File: src/rtl/video_timing_generator.sv
// ----------------------------------------------------------------------------
// video_timing_generator
//
// Raster timing master for composite_video_encoder. Free-running horizontal
// and vertical counters whose geometry follows the latched video standard
// (PAL/SECAM 625/50 family, NTSC 525/60 family). All outputs are registered
// decodes of the counters, one clock behind them, with hpos/vpos carried
// through the same register stage so they always match the flags.
//
// Ports
//   clk             in   1   system clock
//   rst_n           in   1   asynchronous reset, active low
//   video_standard  in   2   0 = PAL, 1 = NTSC, 2 = SECAM (3 treated as PAL)
//   sync            out  1   1 = sync level
//   newframe        out  1   pulse on the first clock of a frame
//   newline         out  1   pulse on the first clock of every line
//   qam_startburst  out  1   burst trigger pulse (PAL/NTSC only)
//   secam_enabled   out  1   SECAM carrier gate
//   active          out  1   pixel data valid
//   hpos            out  11  horizontal position of the flags
//   vpos            out  9   line number of the flags
//   field           out  1   interlace field (0 unless interlace is built in)
//
// Build option
//   VIDEO_TIMING_INTERLACE_EN : interlaced output. field toggles every frame,
//   field 1 carries one extra line and its broad-pulse block is shifted by
//   half a line. Without the macro frames are progressive and field is 0.
// ----------------------------------------------------------------------------
module video_timing_generator #(
    parameter int unsigned LINE_CLKS_PAL     = 1536,
    parameter int unsigned LINE_CLKS_NTSC    = 1525,
    parameter int unsigned LINES_PAL         = 312,
    parameter int unsigned LINES_NTSC        = 262,
    parameter int unsigned HSYNC_CLKS        = 113,
    parameter int unsigned BURST_START_CLKS  = 134,
    parameter int unsigned ACTIVE_START      = 250,
    parameter int unsigned ACTIVE_END        = 1480,
    parameter int unsigned VSYNC_LINES       = 3,
    parameter int unsigned FIRST_ACTIVE_LINE = 23
) (
    input  logic        clk,
    input  logic        rst_n,
    input  logic [1:0]  video_standard,
    output logic        sync,
    output logic        newframe,
    output logic        newline,
    output logic        qam_startburst,
    output logic        secam_enabled,
    output logic        active,
    output logic [10:0] hpos,
    output logic [8:0]  vpos,
    output logic        field
);

    typedef enum logic [1:0] {
        STD_PAL   = 2'd0,
        STD_NTSC  = 2'd1,
        STD_SECAM = 2'd2
    } video_standard_e;

    localparam logic [10:0] LINE_PAL_C  = 11'(LINE_CLKS_PAL);
    localparam logic [10:0] LINE_NTSC_C = 11'(LINE_CLKS_NTSC);
    localparam logic [8:0]  LINES_PAL_C  = 9'(LINES_PAL);
    localparam logic [8:0]  LINES_NTSC_C = 9'(LINES_NTSC);
    localparam logic [10:0] HSYNC_C     = 11'(HSYNC_CLKS);
    localparam logic [10:0] BURST_C     = 11'(BURST_START_CLKS);
    localparam logic [10:0] ACT_START_C = 11'(ACTIVE_START);
    localparam logic [10:0] ACT_END_C   = 11'(ACTIVE_END);
    localparam logic [8:0]  VSYNC_C     = 9'(VSYNC_LINES);
    localparam logic [8:0]  FIRST_ACT_C = 9'(FIRST_ACTIVE_LINE);

    logic [10:0]     h;
    logic [8:0]      v;
    video_standard_e std_q;
    video_standard_e std_next;

    logic [10:0] line_len;
    logic [10:0] half;
    logic [8:0]  frame_last;
    logic        h_wrap;
    logic        v_wrap;
    logic        frame_end;
    logic        broad;
    logic        sync_d;
    logic        qam_d;
    logic        secam_d;
    logic        active_d;

`ifdef VIDEO_TIMING_INTERLACE_EN
    logic field_q;
`endif

    always_comb begin
        line_len  = (std_q == STD_NTSC) ? LINE_NTSC_C : LINE_PAL_C;
        half      = line_len >> 1;
`ifdef VIDEO_TIMING_INTERLACE_EN
        frame_last = ((std_q == STD_NTSC) ? LINES_NTSC_C : LINES_PAL_C)
                     - 9'd1 + {8'd0, field_q};
`else
        frame_last = ((std_q == STD_NTSC) ? LINES_NTSC_C : LINES_PAL_C) - 9'd1;
`endif
        h_wrap    = (h == line_len - 11'd1);
        v_wrap    = (v == frame_last);
        frame_end = h_wrap && v_wrap;

        // Code 3 is not a defined standard; fall back to PAL geometry.
        std_next = (video_standard == 2'd3) ? STD_PAL
                                            : video_standard_e'(video_standard);

`ifdef VIDEO_TIMING_INTERLACE_EN
        // Field 1: the broad-pulse block runs from mid line 0 to mid line
        // VSYNC_LINES, i.e. the same length shifted by half a line.
        if (field_q) begin
            broad = ((v == 9'd0) && (h >= half)) ||
                    ((v != 9'd0) && (v < VSYNC_C)) ||
                    ((v == VSYNC_C) && (h < half));
        end else begin
            broad = (v < VSYNC_C);
        end
`else
        broad = (v < VSYNC_C);
`endif

        // Broad pulses: each half line is sync except its last HSYNC clocks.
        if (broad) begin
            sync_d = (h < half - HSYNC_C) ||
                     ((h >= half) && (h < line_len - HSYNC_C));
        end else begin
            sync_d = (h < HSYNC_C);
        end

        qam_d    = (h == BURST_C) && (v >= VSYNC_C) && (std_q != STD_SECAM);
        secam_d  = (std_q == STD_SECAM) && (v >= FIRST_ACT_C) &&
                   (h >= BURST_C) && (h < ACT_END_C);
        active_d = (v >= FIRST_ACT_C) && (h >= ACT_START_C) && (h < ACT_END_C);
    end

    always_ff @(posedge clk or negedge rst_n) begin
        if (!rst_n) begin
            h              <= '0;
            v              <= '0;
            std_q          <= STD_PAL;
            sync           <= 1'b0;
            newframe       <= 1'b0;
            newline        <= 1'b0;
            qam_startburst <= 1'b0;
            secam_enabled  <= 1'b0;
            active         <= 1'b0;
            hpos           <= '0;
            vpos           <= '0;
        end else begin
            h <= h_wrap ? '0 : h + 11'd1;
            if (h_wrap) begin
                v <= v_wrap ? '0 : v + 9'd1;
            end
`ifdef VIDEO_TIMING_INTERLACE_EN
            // The standard may only change at the start of field 0 so a
            // field pair is always of one standard.
            if (frame_end && field_q) begin
                std_q <= std_next;
            end
`else
            if (frame_end) begin
                std_q <= std_next;
            end
`endif
            sync           <= sync_d;
            newframe       <= (h == 11'd0) && (v == 9'd0);
            newline        <= (h == 11'd0);
            qam_startburst <= qam_d;
            secam_enabled  <= secam_d;
            active         <= active_d;
            hpos           <= h;
            vpos           <= v;
        end
    end

`ifdef VIDEO_TIMING_INTERLACE_EN
    always_ff @(posedge clk or negedge rst_n) begin
        if (!rst_n) begin
            field_q <= 1'b0;
            field   <= 1'b0;
        end else begin
            if (frame_end) begin
                field_q <= ~field_q;
            end
            field <= field_q;
        end
    end
`else
    assign field = 1'b0;
`endif

endmodule

File: config.mk
export PLATFORM = sky130hd
export DESIGN_NAME = video_timing_generator
export DESIGN_NICKNAME = d
export VERILOG_FILES = /design/src/rtl/video_timing_generator.sv
export SDC_FILE = /design/constraint.sdc
export NUM_CORES = 1
export LEC_CHECK = 0
export BUFFER_PORTS_ARGS = -buffer_cell sky130_fd_sc_hd__buf_2
export CORE_MARGIN = 2
export CORE_UTILIZATION = 45
export DETAILED_ROUTE_END_ITERATION = 10
export GPL_ROUTABILITY_DRIVEN = 0
export HOLD_SLACK_MARGIN = 0.12
export PLACE_DENSITY = 0.73
export SYNTH_ARGS = -nofsm -noshare
export SYNTH_HDL_FRONTEND = slang
export SYNTH_SLANG_ARGS = --single-unit
File: constraint.sdc
create_clock -name clk -period 2.5 [get_ports clk]
set_input_delay 0.375 -clock clk [delete_from_list [all_inputs] [get_ports clk]]
set_output_delay 0.375 -clock clk [all_outputs]
set_load 0.01 [all_outputs]
## Word-level counts from Yosys, hierarchy flattened

Cells that the tools add are included.

- Flip-flop bits (word level): 48
- Input bits: 4
- Output and inout port bits: 27
- Logic and storage cells: 53

- Add/sub/neg operators: 6
- $lt $le $gt $ge: 10
- Eq/ne operators: 7
- Multiplexer cells: 6
- Reduce and logical (&&, ||, !) cells: 13

Operator list:

| kind | count |
|---|---|
| $ge A11 B8 Y1 const B | 2 |
| $lt A11 B11 Y1 | 2 |
| $add A11 B1 Y11 const B | 1 |
| $eq A11 B11 Y1 | 1 |
| $eq A11 B8 Y1 const B | 1 |
| $ge A11 B10 Y1 | 1 |
| $logic_not A11 Y1 | 1 |
| $lt A11 B11 Y1 const B | 1 |
| $lt A11 B7 Y1 const B | 1 |
| $mux W11 | 1 |
| $sub A10 B7 Y11 const B | 1 |
| $sub A11 B1 Y11 const B | 1 |
| $sub A11 B7 Y11 const B | 1 |
| $logic_and A1 B1 Y1 | 10 |
| $mux W10 | 1 |
| $add A9 B1 Y9 const B | 1 |
| $eq A9 B9 Y1 | 1 |
| $ge A9 B2 Y1 const B | 1 |
| $ge A9 B5 Y1 const B | 1 |
| $logic_not A9 Y1 | 1 |
| $lt A9 B2 Y1 const B | 1 |
| $mux W9 | 1 |
| $sub A9 B1 Y9 const B | 1 |
| $mux W6 | 1 |
| 6 further kinds | 7 |

## Longest topological paths before layout

- Depth after elaboration: 7
- Mapped depth: 8
- Depth with buffers taken out: 8

## Least setup slack after synthesis

No wires, ideal clock.

- Kind: reg2reg
- Start point: reg std_q[1]
- End point: reg v[2]
- Library setup time: 0.121 ns
- Arrival: 2.355 ns
- Required time: 2.379 ns
- Setup slack: 0.024 ns
- Cell stages (with the launch flop): 8
- Buffers on the path: 0
- Period minus slack after synthesis: 2.476 ns
- Cells stage by stage: dfrtp_1 > nand2b_1 > inv_2 > ha_1 > or4b_2 > nor4_4 > o21ai_0 > a22o_1

- Word-level cells in the longest chain between the ends: 5
- Elaborated cells between the ends (all ways): 8
- Classes of those cells: add/sub: 2; eq/ne: 3; mux: 3

RTL lines:

| element | line | text |
|---|---|---|
| from (decl) | 74 | `video_standard_e std_q;` |
| from (signal assigned) | 164 | `std_q <= std_next;` |
| $eq A2 B1 Y1 (*) | 94, 100 |  |
| $mux W6 | 100 | `frame_last = ((std_q == STD_NTSC) ? LINES_NTSC_C : LINES_PAL_C) - 9'd1;` |
| $sub A9 B1 Y9 | 100 |  |
| $eq A9 B9 Y1 | 103 | `v_wrap = (v == frame_last);` |
| $mux W9 | 154 | `v <= v_wrap ? '0 : v + 9'd1;` |
| to (signal assigned) | 154 |  |
| to (decl) | 73 | `logic [8:0] v;` |

Mark *: on every way between the ends. The rest lies on a longest branch, timed or not.
A chain may end at the register's enable or synchronous reset.

## Final worst setup path

- Start point: reg std_q[1]
- End point: reg std_q[1]

- Word-level cells in the longest chain between the ends: 5
- Elaborated cells between the ends (all ways): 8
- Classes of those cells: add/sub: 2; eq/ne: 3; mux: 2; reduce/logical: 1

RTL lines:

| element | line | text |
|---|---|---|
| $eq A2 B1 Y1 (*) | 94, 100 |  |
| $mux W10 or $mux W6 (tied branches) | 94, 100 |  |
| $sub A11 B1 Y11 or $sub A9 B1 Y9 (tied branches) | 102, 100 |  |
| $eq A11 B11 Y1 or $eq A9 B9 Y1 (tied branches) | 102, 103 |  |
| $logic_and A1 B1 Y1 (*) | 104 | `frame_end = h_wrap && v_wrap;` |

Marked as above.

==> results.ini <==
[die]
y_dimension_of_the_die_um = 75.6
die-width_um = 75.6
std_cell_rows = 26
starting_density_of_the_core_pct = 45.8
io-pin-count = 31
design.die.area_sq_um = 5720
coreArea_sq_um = 5040

[yosys]
post_synth_inst_count = 214
yosys_register_bits = 48
postSynth.asyncResetShare_pct = 100
synth_fp_nets = 233
fraction_of_synthesized_cell_area_in_xor_and_xnor_cells_pct = 3.04
ys_top_cells_by_count = 48 x sky130_fd_sc_hd__dfrtp_1, 22 x sky130_fd_sc_hd__nor2_1, 17 x sky130_fd_sc_hd__o21ai_0
dominant_combinational_cell_family_by_area_after_synthesis = simple AND/OR/NAND/NOR gates
synth-simple-area-share_pct = 20.3
synth_flop_cell = sky130_fd_sc_hd__dfrtp_1
synth-edff-count = 0
netlist.area_leader.share_pct = 52.0
yosysTopAreaCell = sky130_fd_sc_hd__dfrtp_1
seq_area_frac_synth_pct = 52.0
synthMostInstantiatedCell = sky130_fd_sc_hd__dfrtp_1
yosys_warnings = 0
synth-compound-area-share_pct = 12.9
portion_of_netlist_area_occupied_by_mux_cells_pct = 0.976
synth_top_cells_by_area = sky130_fd_sc_hd__dfrtp_1 52%, sky130_fd_sc_hd__ha_1 8.1%, sky130_fd_sc_hd__o21ai_0 3.7%, sky130_fd_sc_hd__nor2_1 3.6%, sky130_fd_sc_hd__nand3_1 2.0%
synth_adder_area_share_pct = 8.13
post_synth_instance_area_sq_um = 2310
syn_avg_cell_area_sq_um = 10.8
netlist-cell-type-count = 48

[power_and_ir_drop]
reg_power_share_pct = 56.5
power.clock.fraction_pct = 40.0
p_sw_share_pct = 20.8
total_leakage_power_nw = 1.37
cell_internal_pwr_mw = 1.09
vdd_drop_max_v = 0.000263
power.combinational.fraction_pct = 3.5
p_sw_mw = 0.287
power_per_cell_area_nw_per_um2 = 500

[worst_setup_path]
critPathLaunchType = flip-flop
timing.critical_path.arrival_ns = 2.55
critPathMaxFanout = 13
critPathCaptureType = flip-flop
worstPathRequired_ns = 2.69
worstSetupPathType = flip-flop to flip-flop

[drt]
drt.antenna.violating_nets = 0
routedWlPerCell_um = 14.1
drt_pass_1_iters = 4
vias_per_cell = 5.33
postRouteWirelength_um = 4650
detail_route.iter0.violations = 182
num_vias = 1752
number_of_design_rule_violations_left_after_detail_routing = 0

[worst_hold_path]
hold_class = primary input to async pin

[place]
dp_hpwl_um = 3290
pre_cts_ws_ns = 0.0153
dp_cells = 317
portBuffers = 29
placed_cell_area_sq_um = 2610

[sta]
maxClockFrequency_mhz = 423
final_period_minus_worst_setup_slack_ns = 2.37
report.final.hold_viol_count = 0
postLayoutSetupSlackWorst_ns = 0.135
post-route-period-util_pct = 94.6
max_slew.worst_pin.slew_ns = 0.582
grt_setup_unrepaired = false
fin_skew_ns = 0.00551
max-slew-margin-rel_pct = 60.9
finalSetupViolations = 0
sum_of_negative_setup_slack_ns = 0
final_max_slew_viol_count = 0

[global_routing]
grt_start_max_net_pins = 25
gr-usage-all-layers_pct = 18.3
antenna_violations_before_repair = 0
first_global_vias = 1632
overflow = 0
grt_first_pass_wirelength_um = 7910

[clock_network]
worst_setup_hold_path_clk_slew_ns = 0.09
cts_tree = built
insertion_delay_ns = 0.30
cts_made_buffers = 5
cts_buffer_depth = 2
cts_htree_levels = 2
cts_root_buf = sky130_fd_sc_hd__clkbuf_8
tritoncts_num_sinks = 48

[run]
cap_violations = 0

[final_layout]
seqCellArea_sq_um = 1200
n_antenna_cell = 0
number_of_standard_cells_in_the_layout_taps_in_and_fillers_out = 329
fillerInstances = 433
layout-drive-gt1-share_pct = 23.2
area_growth_pct = 19.3
layout.core_utilization_pct = 54.6
design.final.nets = 277
footprint_of_the_multi_input_gates_sq_um = 1060
finalInstanceArea_sq_um = 2760

[status]
outcome = finished clean

-- per-layer routing --
metal | vias to the layer above | routed length, um | part of all wire [%] | GRT usage (%)
li1 | 859 | - | - | -
met1 | 854 | 2190 | 47 | 26.7
met2 | 33 | 2240 | 48 | 27.2
met3 | 6 | 150 | 3.2 | 3.70
met4 | 0 | 64 | 1.4 | 6.43
met5 | - | 0 | 0 | 0
-- worst paths after layout --
path,start,end,slack [ns],depth (start not counted)
max in group asynchronous,rst_n,v[7],1.64,3
min reg2reg,v[0],vpos[0],0.47,0
min,rst_n,hpos[4],0.40,2
max reg2reg,std_q[1],std_q[1],0.13,8
min in group clk,v[0],vpos[0],0.47,0
max,std_q[1],std_q[1],0.13,8
-- cell families after synthesis --
family | Yosys count
multiplexers | 2
XOR/XNOR | 8
buffers and inverters | 14
flip-flops | 48
AO/OA/AOI/OAI | 42
other | 1
AND/OR/NAND/NOR | 84
adder cells (fa/ha/maj) | 15
-- what timing repair did --
item	in CTS	in global routing
hold endpoints to repair	48	0
setup endpoints to repair	0	9
gates resized for setup	0	2
hold buffers	1	0
buffers inserted	0	3
-- critical path, stage by stage (launching register included) --
cell,delay [ns]
sky130_fd_sc_hd__dfrtp_1,0.40
sky130_fd_sc_hd__nand2b_2,0.22
sky130_fd_sc_hd__inv_2,0.07
sky130_fd_sc_hd__ha_1,0.24
sky130_fd_sc_hd__or4b_4,0.54
sky130_fd_sc_hd__nor4_4,0.27
sky130_fd_sc_hd__buf_12,0.17
sky130_fd_sc_hd__nand2_2,0.06
sky130_fd_sc_hd__mux2_2,0.29
-- layout by cell type, fill, tap and decap left out, types with 7 or more instances in the layout --
master                     n
sky130_fd_sc_hd__dfrtp_1  48
sky130_fd_sc_hd__buf_2    29
sky130_fd_sc_hd__nor2_1   22
sky130_fd_sc_hd__o21ai_0  17
sky130_fd_sc_hd__ha_1     15
sky130_fd_sc_hd__buf_4    13
sky130_fd_sc_hd__nand2_1  10
sky130_fd_sc_hd__nand3_1   9
sky130_fd_sc_hd__nor3_1    7
-- per-stage QoR --
stage,power (mW),hold WS [ns]
floorplan,0.814,0.0794
global placement,0.839,0.165
detailed placement,0.841,0.169
CTS,1.39,0.373
global route,1.43,0.404
finish,1.38,0.396
-- flip-flops by register name (all words and copies together) (netlist names) --
signal and flops:
hpos 11, secam_enabled 1, newframe 1, std_q 2, v 9, newline 1
vpos 9, qam_startburst 1, sync 1, h 11, active 1
-- power groups by stage --
stage | Combinational [mW] | Sequential (mW) | Clock, mW
final | 0.0480 | 0.779 | 0.552
after global routing | 0.0557 | 0.779 | 0.600
after CTS | 0.0486 | 0.778 | 0.562
after detailed placement | 0.0474 | 0.794 | 0
after global placement | 0.0456 | 0.794 | 0
after floorplan | 0.0199 | 0.794 | 0
-- layout make-up --
cell class              count  area share, %
well taps                  70           3.18
clock inverters             3           1.54
inverters                   7          0.954
flip-flops and latches     48           43.6
multi-input cells         152           38.3
repair buffers             44           9.90
clock buffers               5           2.50
Power figures use the tool's default switching activity.
